$ cat src/rtl/wind_scheduler_if.sv
// Control-panel bundle for wind_scheduler: button/tick/power inputs and status outputs.
// master drives the panel inputs, slave is the scheduler itself.
interface wind_scheduler_if;
   logic       tick_1s;
   logic       power_on;
   logic       menu_btn;
   logic       mode1_btn;
   logic       mode2_btn;
   logic       mode3_btn;
   logic       clean_btn;
   logic [2:0] mode_state;
   logic [4:0] led;
   logic [7:0] countdown;
   logic       menu_active;
   logic       hurricane_used;
   logic       clean_done;

   modport master (
      output tick_1s, power_on, menu_btn, mode1_btn, mode2_btn, mode3_btn, clean_btn,
      input  mode_state, led, countdown, menu_active, hurricane_used, clean_done
   );

   modport slave (
      input  tick_1s, power_on, menu_btn, mode1_btn, mode2_btn, mode3_btn, clean_btn,
      output mode_state, led, countdown, menu_active, hurricane_used, clean_done
   );
endinterface

$ cat src/rtl/wind_scheduler.sv
// Fan mode scheduler: standby/menu navigation, three speed levels with a one-shot
// timed hurricane level, a timed exit run-on and a timed self-clean cycle.
module wind_scheduler #(
   parameter int unsigned HURRICANE_SEC = 60,
   parameter int unsigned EXIT_SEC      = 60,
   parameter int unsigned CLEAN_SEC     = 180
) (
   input logic              clk,
   input logic              rst,
   wind_scheduler_if.slave  bus
);

   localparam logic [7:0] HUR_CNT   = 8'(HURRICANE_SEC);
   localparam logic [7:0] EXIT_CNT  = 8'(EXIT_SEC);
   localparam logic [7:0] CLEAN_CNT = 8'(CLEAN_SEC);

   typedef enum logic [2:0] {
      S_OFF, S_STANDBY, S_MENU, S_L1, S_L2, S_L3, S_EXIT, S_CLEAN
   } state_t;

   state_t     state_q, state_d;
   logic [7:0] cnt_q, cnt_d;
   logic       used_q, used_d;
   logic       done_q, done_d;
   logic [2:0] ms_q, ms_d;
   logic [4:0] led_q, led_d;
   logic       menu_q, menu_d;

   logic tick, menu, m1, m2, m3, cln;
   assign tick = bus.tick_1s;
   assign menu = bus.menu_btn;
   assign m1   = bus.mode1_btn;
   assign m2   = bus.mode2_btn;
   assign m3   = bus.mode3_btn;
   assign cln  = bus.clean_btn;

   always_comb begin
      state_d = state_q;
      cnt_d   = cnt_q;
      used_d  = used_q;
      done_d  = 1'b0;
      if (!bus.power_on) begin
         state_d = S_OFF;
         cnt_d   = '0;
         used_d  = 1'b0;
      end else begin
         unique case (state_q)
            S_OFF:     state_d = S_STANDBY;
            S_STANDBY: if (menu) state_d = S_MENU;
            S_MENU, S_L1, S_L2: begin
               // Fixed priority; a blocked mode3 is consumed and never falls to clean.
               if (menu)    state_d = S_STANDBY;
               else if (m1) state_d = S_L1;
               else if (m2) state_d = S_L2;
               else if (m3) begin
                  if (!used_q) begin
                     state_d = S_L3;
                     cnt_d   = HUR_CNT;
                     used_d  = 1'b1;
                  end
               end else if (cln && state_q == S_MENU) begin
                  state_d = S_CLEAN;
                  cnt_d   = CLEAN_CNT;
               end
            end
            S_L3: begin
               if (menu) begin
                  state_d = S_EXIT;
                  cnt_d   = EXIT_CNT;
               end else if (tick) begin
                  if (cnt_q <= 8'd1) begin
                     state_d = S_L2;
                     cnt_d   = '0;
                  end else cnt_d = cnt_q - 8'd1;
               end
            end
            S_EXIT, S_CLEAN: begin
               if (tick) begin
                  if (cnt_q <= 8'd1) begin
                     state_d = S_STANDBY;
                     cnt_d   = '0;
                     done_d  = (state_q == S_CLEAN);
                  end else cnt_d = cnt_q - 8'd1;
               end
            end
            default: begin
               state_d = S_OFF;
               cnt_d   = '0;
            end
         endcase
      end
   end

   // Status outputs are decoded from the next state so they register alongside it.
   always_comb begin
      ms_d   = 3'b000;
      led_d  = 5'b00000;
      menu_d = (state_d == S_MENU);
      case (state_d)
         S_STANDBY, S_MENU: led_d = 5'b00001;
         S_L1:   begin ms_d = 3'b001; led_d = 5'b00010; end
         S_L2:   begin ms_d = 3'b010; led_d = 5'b00100; end
         S_L3, S_EXIT: begin ms_d = 3'b011; led_d = 5'b01000; end
         S_CLEAN: begin ms_d = 3'b100; led_d = 5'b10000; end
         default: ;
      endcase
   end

   always_ff @(posedge clk) begin
      if (rst) begin
         state_q <= S_OFF;
         cnt_q   <= '0;
         used_q  <= 1'b0;
         done_q  <= 1'b0;
         ms_q    <= '0;
         led_q   <= '0;
         menu_q  <= 1'b0;
      end else begin
         state_q <= state_d;
         cnt_q   <= cnt_d;
         used_q  <= used_d;
         done_q  <= done_d;
         ms_q    <= ms_d;
         led_q   <= led_d;
         menu_q  <= menu_d;
      end
   end

   assign bus.mode_state     = ms_q;
   assign bus.led            = led_q;
   assign bus.countdown      = cnt_q;
   assign bus.menu_active    = menu_q;
   assign bus.hurricane_used = used_q;
   assign bus.clean_done     = done_q;

endmodule

$ cat src/flat_wrapper.sv
// flat-port wrapper written by rule: the top's interface ports become plain ports
module wind_scheduler_flat 
#(
   parameter int unsigned HURRICANE_SEC = 60,
   parameter int unsigned EXIT_SEC      = 60,
   parameter int unsigned CLEAN_SEC     = 180
)
  (clk, rst, bus_tick_1s, bus_power_on, bus_menu_btn, bus_mode1_btn, bus_mode2_btn, bus_mode3_btn, bus_clean_btn, bus_mode_state, bus_led, bus_countdown, bus_menu_active, bus_hurricane_used, bus_clean_done);
  wind_scheduler_if bus_i ();
  input logic clk;
  input logic rst;
  input wire logic [$bits(bus_i.tick_1s)-1:0] bus_tick_1s;
  input wire logic [$bits(bus_i.power_on)-1:0] bus_power_on;
  input wire logic [$bits(bus_i.menu_btn)-1:0] bus_menu_btn;
  input wire logic [$bits(bus_i.mode1_btn)-1:0] bus_mode1_btn;
  input wire logic [$bits(bus_i.mode2_btn)-1:0] bus_mode2_btn;
  input wire logic [$bits(bus_i.mode3_btn)-1:0] bus_mode3_btn;
  input wire logic [$bits(bus_i.clean_btn)-1:0] bus_clean_btn;
  output wire logic [$bits(bus_i.mode_state)-1:0] bus_mode_state;
  output wire logic [$bits(bus_i.led)-1:0] bus_led;
  output wire logic [$bits(bus_i.countdown)-1:0] bus_countdown;
  output wire logic [$bits(bus_i.menu_active)-1:0] bus_menu_active;
  output wire logic [$bits(bus_i.hurricane_used)-1:0] bus_hurricane_used;
  output wire logic [$bits(bus_i.clean_done)-1:0] bus_clean_done;
  assign bus_i.tick_1s = bus_tick_1s;
  assign bus_i.power_on = bus_power_on;
  assign bus_i.menu_btn = bus_menu_btn;
  assign bus_i.mode1_btn = bus_mode1_btn;
  assign bus_i.mode2_btn = bus_mode2_btn;
  assign bus_i.mode3_btn = bus_mode3_btn;
  assign bus_i.clean_btn = bus_clean_btn;
  assign bus_mode_state = bus_i.mode_state;
  assign bus_led = bus_i.led;
  assign bus_countdown = bus_i.countdown;
  assign bus_menu_active = bus_i.menu_active;
  assign bus_hurricane_used = bus_i.hurricane_used;
  assign bus_clean_done = bus_i.clean_done;
  wind_scheduler #(.HURRICANE_SEC(HURRICANE_SEC), .EXIT_SEC(EXIT_SEC), .CLEAN_SEC(CLEAN_SEC)) u_core (.clk(clk), .rst(rst), .bus(bus_i));
endmodule
$ cat config.mk
export PLATFORM = sky130hd
export DESIGN_NAME = wind_scheduler_flat
export DESIGN_NICKNAME = d
export VERILOG_FILES = /design/src/rtl/wind_scheduler_if.sv /design/src/rtl/wind_scheduler.sv /design/src/flat_wrapper.sv
export SDC_FILE = /design/constraint.sdc
export NUM_CORES = 1
export LEC_CHECK = 0
export BUFFER_PORTS_ARGS = -buffer_cell sky130_fd_sc_hd__buf_2
export CORE_MARGIN = 2
export CORE_UTILIZATION = 48
export DETAILED_ROUTE_END_ITERATION = 12
export PLACE_DENSITY_LB_ADDON = 0.1
export SYNTH_ARGS = -nofsm -noshare
export SYNTH_HDL_FRONTEND = slang
export SYNTH_SLANG_ARGS = --single-unit
$ cat constraint.sdc
create_clock -name clk -period 1.9 [get_ports clk]
set_input_delay 0.19 -clock clk [delete_from_list [all_inputs] [get_ports clk]]
set_output_delay 0.19 -clock clk [all_outputs]
set_load 0.05 [all_outputs]
# == After elaboration in Yosys (flattened, before gate mapping) ==
# Index checks and enable logic that the tools add are counted.
# totals
reg_bits,22
in_bits,9
out_inout_bits,19
elab_cells,72
# op_classes
add_sub_neg,1
order_cmp,1
eq_ne,19
n_mux,26
bitwise,7
n_reduce_logical,11
# op_table
cell,n
two-way mux 8 bit,9
two-way mux 3 bit,13
one-hot mux 5 bit (5 select lines),1
"== test 3 bit, second input constant",8
one-hot mux 8 bit (3 select lines),1
one-hot mux 3 bit (5 select lines),1
"== test 3 x 2 -> 1 bit, second input constant",4
one-hot mux 3 bit (4 select lines),1
"less-or-equal comparator 8 x 1 -> 1 bit, second input constant",1
OR reduction 2 bit,4
"subtractor 8 x 1 -> 8 bit, second input constant",1
inverter 1 bit,7
"== test 3 x 1 -> 1 bit, second input constant",2
"!= test 2 bit, second input constant",3
AND reduction 6 bit,1
AND reduction 5 bit,1
OR reduction 5 bit,1
zero test 3 bit,1
"!= test 3 x 2 -> 1 bit, second input constant",1
"!= test 3 bit, second input constant",1
nonzero test 3 bit,1
OR reduction 3 bit,1
logical AND 1 bit,1

# == Depth between registers and ports, before layout ==
# Gate-level depths: netlist (run 1).
# logic_depth
depth_word,12
ltp_mapped,9
depth_no_buf,8

# == Worst setup path before layout (run 1) ==
# No wires, ideal clock.
# synth_path
kind,register to register
startpoint,"register u_core.cnt_q[0], in the netlist u_core.bus.countdown[0]"
endpoint,"register u_core.ms_q[0], in the netlist u_core.bus.mode_state[0]"
setup_ns,0.077
arrival_time_ns,2.272
required_time_ns,1.823
setup_slack_ns,-0.449
path_stages_with_launch,10
n_path_buf,1
period_less_slack_ns,2.349
path_cell_list,dfxtp_1 -> inv_1 -> ha_1 -> nor2_1 -> or3_1 -> buf_6 -> nand3b_4 -> o2111ai_4 -> or3b_4 -> o22ai_2
# synth_between
elab_chain_len,9
elab_cells_between_ends,15
cone_classes,order compare: 1; eq/ne: 5; mux: 8; reduce/logical: 1
# synth_lines
element,line_no,source
from (decl),wind_scheduler.sv:22,"logic [7:0] cnt_q, cnt_d;"
from (signal assigned),wind_scheduler.sv:120,cnt_q <= cnt_d;
less-or-equal comparator 8 x 1 -> 1 bit (*),"wind_scheduler.sv:71, wind_scheduler.sv:79",
two-way mux 3 bit,wind_scheduler.sv:71,if (cnt_q <= 8'd1) begin
two-way mux 3 bit,wind_scheduler.sv:70,end else if (tick) begin
two-way mux 3 bit,wind_scheduler.sv:67,if (menu) begin
one-hot mux 3 bit (5 select lines) (*),wind_scheduler.sv:47,unique case (state_q)
two-way mux 3 bit (*),wind_scheduler.sv:42,if (!bus.power_on) begin
== test 3 bit,wind_scheduler.sv:99,case (state_d)
OR reduction 2 bit,wind_scheduler.sv:99,
one-hot mux 3 bit (4 select lines) (*),wind_scheduler.sv:99,
to (signal assigned),wind_scheduler.sv:123,ms_q <= ms_d;
to (decl),wind_scheduler.sv:25,"logic [2:0] ms_q, ms_d;"
# Mark *: on every way between the ends. The rest lies on a longest branch, timed or not.
# A chain may end at the register's enable or synchronous reset.

# == Worst setup path after layout (run 1) ==
# layout_path
startpoint,"register u_core.cnt_q[6], in the netlist u_core.bus.countdown[6]"
endpoint,"register u_core.ms_q[0], in the netlist u_core.bus.mode_state[0]"
# The elaborated chain is that of the path after synthesis.

==> results of run 1 <==
## synthesized netlist by cell type (2+ instances only)
master,instances
nand2_1,10
inv_1,8
a2bb2oi_1,2
nor2_1,15
o21ai_2,2
nand3_1,5
o21ai_0,9
dfxtp_1,22
nand2b_2,2
a21oi_1,13
ha_1,2
nand4_1,2
clkbuf_1,2
nor3_1,13
o21a_1,2
or3_1,2
nor4_1,2
nor2b_2,2
buf_6,4
nor2b_1,4
o41ai_1,2
a32oi_1,3
## cells by family after synthesis
| group | count (synthesis) | share of synthesized area, % |
|---|---|---|
| flip-flops | 22 | 34.7 |
| AO/OA/AOI/OAI | 43 | 24.7 |
| adder cells (fa/ha/maj) | 2 | 1.97 |
| AND/OR/NAND/NOR | 66 | 29.4 |
| XOR/XNOR | 1 | 0.690 |
| buffers and inverters | 16 | 8.57 |
## worst reg2reg max path, stage by stage (launching register included)
cell       delay, ns
dfxtp_4         0.36
or4b_4          0.56
nor3_4          0.16
o21ai_2         0.10
o2111ai_4       0.25
or3b_4          0.45
o22ai_2         0.12
## metrics by stage
step	cell area, um2	hold WS, ns	utilization [%]	total power, mW	setup slack, ns
global placement	1620	0.478	65.0	0.584	-0.137
finish	1730	0.190	69.4	0.908	-0.162
CTS	1700	0.193	68.2	0.910	-0.152
global route	1730	0.227	69.4	0.942	-0.232
detailed placement	1620	0.494	65.0	0.586	-0.173
floorplan	1310	0.379	-	0.556	-0.209
## worst paths after layout
kind | from | end | slack (ns) | cells after the start
max | u_core.bus.countdown[6] | u_core.bus.mode_state[0] | -0.16 | 6
min | bus_mode3_btn | u_core.bus.hurricane_used | 0.19 | 3
max reg2reg | u_core.bus.countdown[6] | u_core.bus.mode_state[0] | -0.16 | 6
min reg2reg | u_core.bus.hurricane_used | u_core.bus.hurricane_used | 0.51 | 2
## sequential cells by signal (all words and copies together) (netlist names)
register / count
u_core.bus.countdown: 8
u_core.bus.led: 5
u_core.state_q: 3
u_core.bus.mode_state: 3
u_core.bus.clean_done: 1
u_core.bus.hurricane_used: 1
u_core.bus.menu_active: 1
## power by group through the flow
stage | Combinational (mW) | Clock, mW | Sequential [mW]
finish | 0.128 | 0.319 | 0.461
global route | 0.138 | 0.343 | 0.461
CTS | 0.121 | 0.328 | 0.461
detailed placement | 0.115 | 0 | 0.471
global placement | 0.113 | 0 | 0.471
floorplan | 0.0758 | 0 | 0.480
## layout make-up
cell class	count	area (um2)
flip-flops and latches	22	467
well taps	30	37.5
multi-input cells	112	796
repair buffers	56	357
clock buffers	4	47.5
inverters	8	30.0
fillers	208	766
## layer usage
metal  wire length, um  vias up
li1                  -      646
met1              1580      616
met2              1420       44
met3               187        7
met4                72        0
met5                 0        -
## repair_timing
| item | in CTS | in global routing |
|---|---|---|
| pin swaps | 3 | 4 |
| resized for setup | 6 | 5 |
| hold buffers | 0 | 0 |
| hold endpoints to repair | 0 | 0 |
| setup endpoints to repair | 12 | 15 |
## cell usage in the layout (no fill, tap or decap), types with 5 or more instances in the layout
cell and n:
buf_4 28, buf_2 27, nor2_1 14, a21oi_1 13, dfxtp_1 13, nor3_1 12, nand2_1 10, o21ai_0 9
inv_1 8, dfxtp_4 6, nand3_1 5
==> impl_metrics.py, run 1 <==
metrics = {
    "run_status": {
        "outcome": "complete, but fails checks",
        "violations": "negative setup slack",
    },
    "grt": {
        "busiest_layer": "met2",
        "antenna_found_initial": 0,
        "grtUsageMet2_pct": 31.1,
        "grtUsageMet1_pct": 29.2,
        "use_met3_pct": 3.98,
        "grt_pass1_vias": 1166,
        "grtUsageTotal_pct": 21.1,
        "grt_pass1_wl_mm": 5.16,
        "grt_max_degree": 17,
        "globalRouteOverflowTotal": 0,
    },
    "detailed_routing": {
        "detail_route.first_pass.iterations": 4,
        "vias_per_cell": 5.66,
        "drc": 0,
        "ant_nets": 0,
        "wl_per_cell_um": 14.1,
        "drt_iter0_drc": 59,
        "vias": 1313,
        "routed_wl_mm": 3.27,
    },
    "floorplanning": {
        "io_pins": 28,
        "start_util_pct": 50.8,
        "die_h_um": 55.4,
        "die-width_um": 55.4,
        "fp.dieArea_um2": 3070,
        "core-area_um2": 2500,
        "rows": 18,
    },
    "synth": {
        "synth_top_area_share_pct": 34.7,
        "synth-seq-cells": 22,
        "syn_avg_cell_area_um2": 8.47,
        "syn_nets": 161,
        "synth_ff_type": "dfxtp_1",
        "synth_largest_area_cell": "dfxtp_1",
        "synthTopCellsByArea": "dfxtp_1 (35%), a21oi_1 (5.1%), nor3_1 (5.1%)",
        "async_reset_ff_share_pct": 0,
        "synth_warnings": 0,
        "synth_cell_types": 44,
        "synth_edf_count": 0,
        "syn_inst": 150,
        "seq_area_frac_synth_pct": 34.7,
        "netlist_area_um2": 1270,
    },
    "power": {
        "power.share.clock_pct": 35.1,
        "p_comb_share_pct": 14.1,
        "p_per_area_nw_per_um2": 524,
        "netSwitchingPower_mw": 0.238,
        "vdd_ir_drop_max_uv": 443,
        "p_seq_share_pct": 50.7,
        "p_sw_share_pct": 26.2,
        "p_leak_nw": 0.783,
        "p_int_mw": 0.670,
    },
    "worst_setup_path": {
        "worstPathCellList": "or4b_4, nor3_4, o21ai_2, o2111ai_4, or3b_4, o22ai_2",
        "critPathSlowestCell": "or4b_4",
        "crit_buf_inv": 0,
        "cp_top_family": "simple AND/OR/NAND/NOR gates",
        "worstPathArrival_ns": 2.33,
        "critical_path.max_fanout": 4,
        "worst_setup_path_start_kind": "register",
        "cpPeakStageDelay_ns": 0.56,
        "critPathCaptureType": "register",
        "critPathKind": "register to register",
        "required_ns": 2.16,
    },
    "sta": {
        "finalWorstSetupSlack_ns": -0.162,
        "fin_tns_setup_ns": -1.16,
        "rsz0062_at_grt": "true",
        "fmax_ghz": 0.485,
        "relSlewSlack_pct": 70.4,
        "finalHoldViolCount": 0,
        "min_period_ns": 2.06,
        "tightest_slew_ns": 0.440,
        "drv_slew": 0,
        "fin_crit_sh_pct": 109,
        "fin_skew_ns": 0.00669,
        "setup_viol": 11,
    },
    "layout": {
        "final_nets": 214,
        "finalNonFillerCells": 232,
        "syn_to_final_growth_pct": 36.6,
        "layout-drive-gt1-share_pct": 46.0,
        "antenna_cells": 0,
    },
    "placement": {
        "portBuffers": 27,
        "dp_hpwl_mm": 2.34,
        "place_congestion": 0.979,
        "place_inst": 228,
    },
    "clocking": {
        "tritoncts": "done",
        "clock-sinks": 22,
        "root_buffer": "clkbuf_4",
        "cts_buffer_depth": 2,
        "clk_latency_ns": 0.33,
        "cts.clk_slew.worst_paths_ns": 0.13,
        "postCtsSetupBuffers": 0,
        "htreeDepth": 1,
        "cts-buffers-inserted": 3,
    },
    "min_path": {
        "min-delay-path-class": "primary input to register",
    },
    "flow_run": {
        "maxCapViolCount": 0,
    },
}
No activity file was read; power rests on OpenSTA's default activity.
==> inputs of run 2 (changes only) <==
--- a/config.mk
+++ b/config.mk
@@ -11,3 +11,5 @@
 export DETAILED_ROUTE_END_ITERATION = 12
+export GPL_ROUTABILITY_DRIVEN = 0
 export PLACE_DENSITY_LB_ADDON = 0.1
+export SETUP_SLACK_MARGIN = 0.2
 export SYNTH_ARGS = -nofsm -noshare
--- a/constraint.sdc
+++ b/constraint.sdc
@@ -3,2 +3,2 @@
 set_output_delay 0.19 -clock clk [all_outputs]
-set_load 0.05 [all_outputs]
+set_load 0.005 [all_outputs]
==> run 2 against run 1 <==
Compared with the run above:
- the flow still finishes with violations (negative setup slack)
- clock power rose by 14%
- total power increased by 4.9%
- largest cell class unchanged
- critical path type unchanged
- die area unchanged
==> impl_metrics.py, run 2 (synthesis results as in run 1) <==
metrics = {
    "clocking": {
        "root_buffer": "clkbuf_4",
        "htreeDepth": 1,
        "cts-buffers-inserted": 3,
        "cts_buffer_depth": 2,
        "cts.clk_slew.worst_paths_ns": 0.13,
        "clk_latency_ns": 0.32,
        "tritoncts": "done",
        "clock-sinks": 22,
    },
    "detailed_routing": {
        "ant_nets": 0,
        "drc": 0,
        "routed_wl_mm": 3.57,
        "vias": 1359,
        "wl_per_cell_um": 15.3,
        "detail_route.first_pass.iterations": 4,
        "drt_iter0_drc": 53,
        "vias_per_cell": 5.81,
    },
    "layout": {
        "antenna_cells": 0,
        "mostFrequentLayoutCells": "buf_4 (29), buf_2 (27), dfxtp_1 (18)",
        "syn_to_final_growth_pct": 39.8,
        "final_common_cell": "buf_4",
        "fill_cells": 194,
        "final_nets": 216,
        "final-seq-area_um2": 448,
        "largest_register_ffs": 8,
        "layout-drive-gt1-share_pct": 47.5,
        "multi_input_area_um2": 832,
        "utilization_pct": 71.0,
        "finalNonFillerCells": 234,
    },
    "floorplanning": {
        "rows": 18,
        "core-area_um2": 2500,
        "die-width_um": 55.4,
        "start_util_pct": 50.8,
        "io_pins": 28,
        "die_h_um": 55.4,
        "fp.dieArea_um2": 3070,
    },
    "power": {
        "p_total_mw": 0.952,
        "p_per_area_nw_per_um2": 536,
        "vdd_ir_drop_max_uv": 501,
        "p_leak_nw": 0.790,
    },
    "run_status": {
        "outcome": "complete, but fails checks",
        "violations": "negative setup slack",
    },
    "placement": {
        "place_inst": 225,
        "portBuffers": 27,
        "pre_cts_ws_ns": -0.132,
        "dp_hpwl_mm": 2.33,
    },
    "worst_setup_path": {
        "critPathCaptureType": "register",
        "critical_path.max_fanout": 4,
        "worst_setup_path_start_kind": "register",
        "critPathKind": "register to register",
        "required_ns": 2.15,
        "worstPathArrival_ns": 2.27,
    },
    "grt": {
        "grt_pass1_wl_mm": 5.48,
        "grt_max_degree": 17,
        "antenna_found_initial": 0,
        "grtUsageTotal_pct": 22.1,
        "globalRouteOverflowTotal": 0,
        "grt_pass1_vias": 1222,
    },
    "sta": {
        "fin_skew_ns": 0.00884,
        "drv_slew": 0,
        "finalHoldViolCount": 0,
        "fin_crit_sh_pct": 106,
        "relSlewSlack_pct": 70.8,
        "min_period_ns": 2.01,
        "setup_viol": 11,
        "tightest_slew_ns": 0.434,
        "finalWorstSetupSlack_ns": -0.114,
        "rsz0062_at_grt": "true",
        "fmax_ghz": 0.496,
    },
    "min_path": {
        "min-delay-path-class": "primary input to register",
    },
    "flow_run": {
        "maxCapViolCount": 0,
    },
}
run 2: cell types whose count changed in the layout (fill, tap and decap cells not counted), moves of 2 or more:
cell / change
dfxtp_1: +5
a21oi_2: +2
dfxtp_4: -5
a21oi_1: -3
run 2: final cells by class:
cell class,instances,area share (%)
clock buffers,3,1.27
multi-input cells,112,46.9
clock inverters,1,1.69
inverters,8,1.69
well taps,30,2.11
flip-flops and latches,22,25.2
repair buffers,58,21.1
run 2: final timing paths:
check                                                 end  cells past startpoint               startpoint  slack [ns]
worst max register to register   u_core.bus.mode_state[0]                      6  u_core.bus.countdown[6]       -0.11
worst min-delay path            u_core.bus.hurricane_used                      3            bus_mode3_btn        0.29
worst min register to register    u_core.bus.countdown[7]                      3  u_core.bus.countdown[7]        0.59
worst max-delay path             u_core.bus.mode_state[0]                      6  u_core.bus.countdown[6]       -0.11
run 2: critical path, stage by stage (launching register included):
cell	delay, ns
dfxtp_2	0.34
or4b_4	0.56
nor3_4	0.13
o21ai_2	0.09
o2111ai_4	0.24
or3b_4	0.45
o22ai_2	0.13
run 2: power breakdown:
group / switching (mW) / leakage [nW] / internal, mW / total, mW
sequential: 0.00266 / 0.180 / 0.465 / 0.467
combinational: 0.0693 / 0.583 / 0.0522 / 0.121
clock: 0.150 / 0.0279 / 0.213 / 0.363
total: 0.222 / 0.790 / 0.730 / 0.952
run 2: metrics by stage:
step,setup TNS (ns),cell area (um2),hold WS (ns)
3_3_place_gp,-0.294,1580,0.527
2_1_floorplan,-0.746,1290,0.367
5_1_grt,-1.35,1780,0.290
3_5_place_dp,-0.854,1580,0.531
4_1_cts,-0.471,1670,0.207
6_report,-0.584,1780,0.292
run 2: routing by layer:
metal	vias up	GRT usage, %	wire [um]
met4	0	8.36	131
met1	630	32.1	1650
met3	18	4.92	233
li1	651	-	-
met5	-	0	0
met2	60	31.8	1560
run 2: what timing repair did:
| action | CTS | global route |
|---|---|---|
| setup endpoints to repair | 18 | 21 |
| gates cloned | 0 | 1 |
| pin swaps | 1 | 6 |
| resized for setup | 6 | 16 |
| hold buffers | 0 | 0 |
| setup buffers | 1 | 3 |
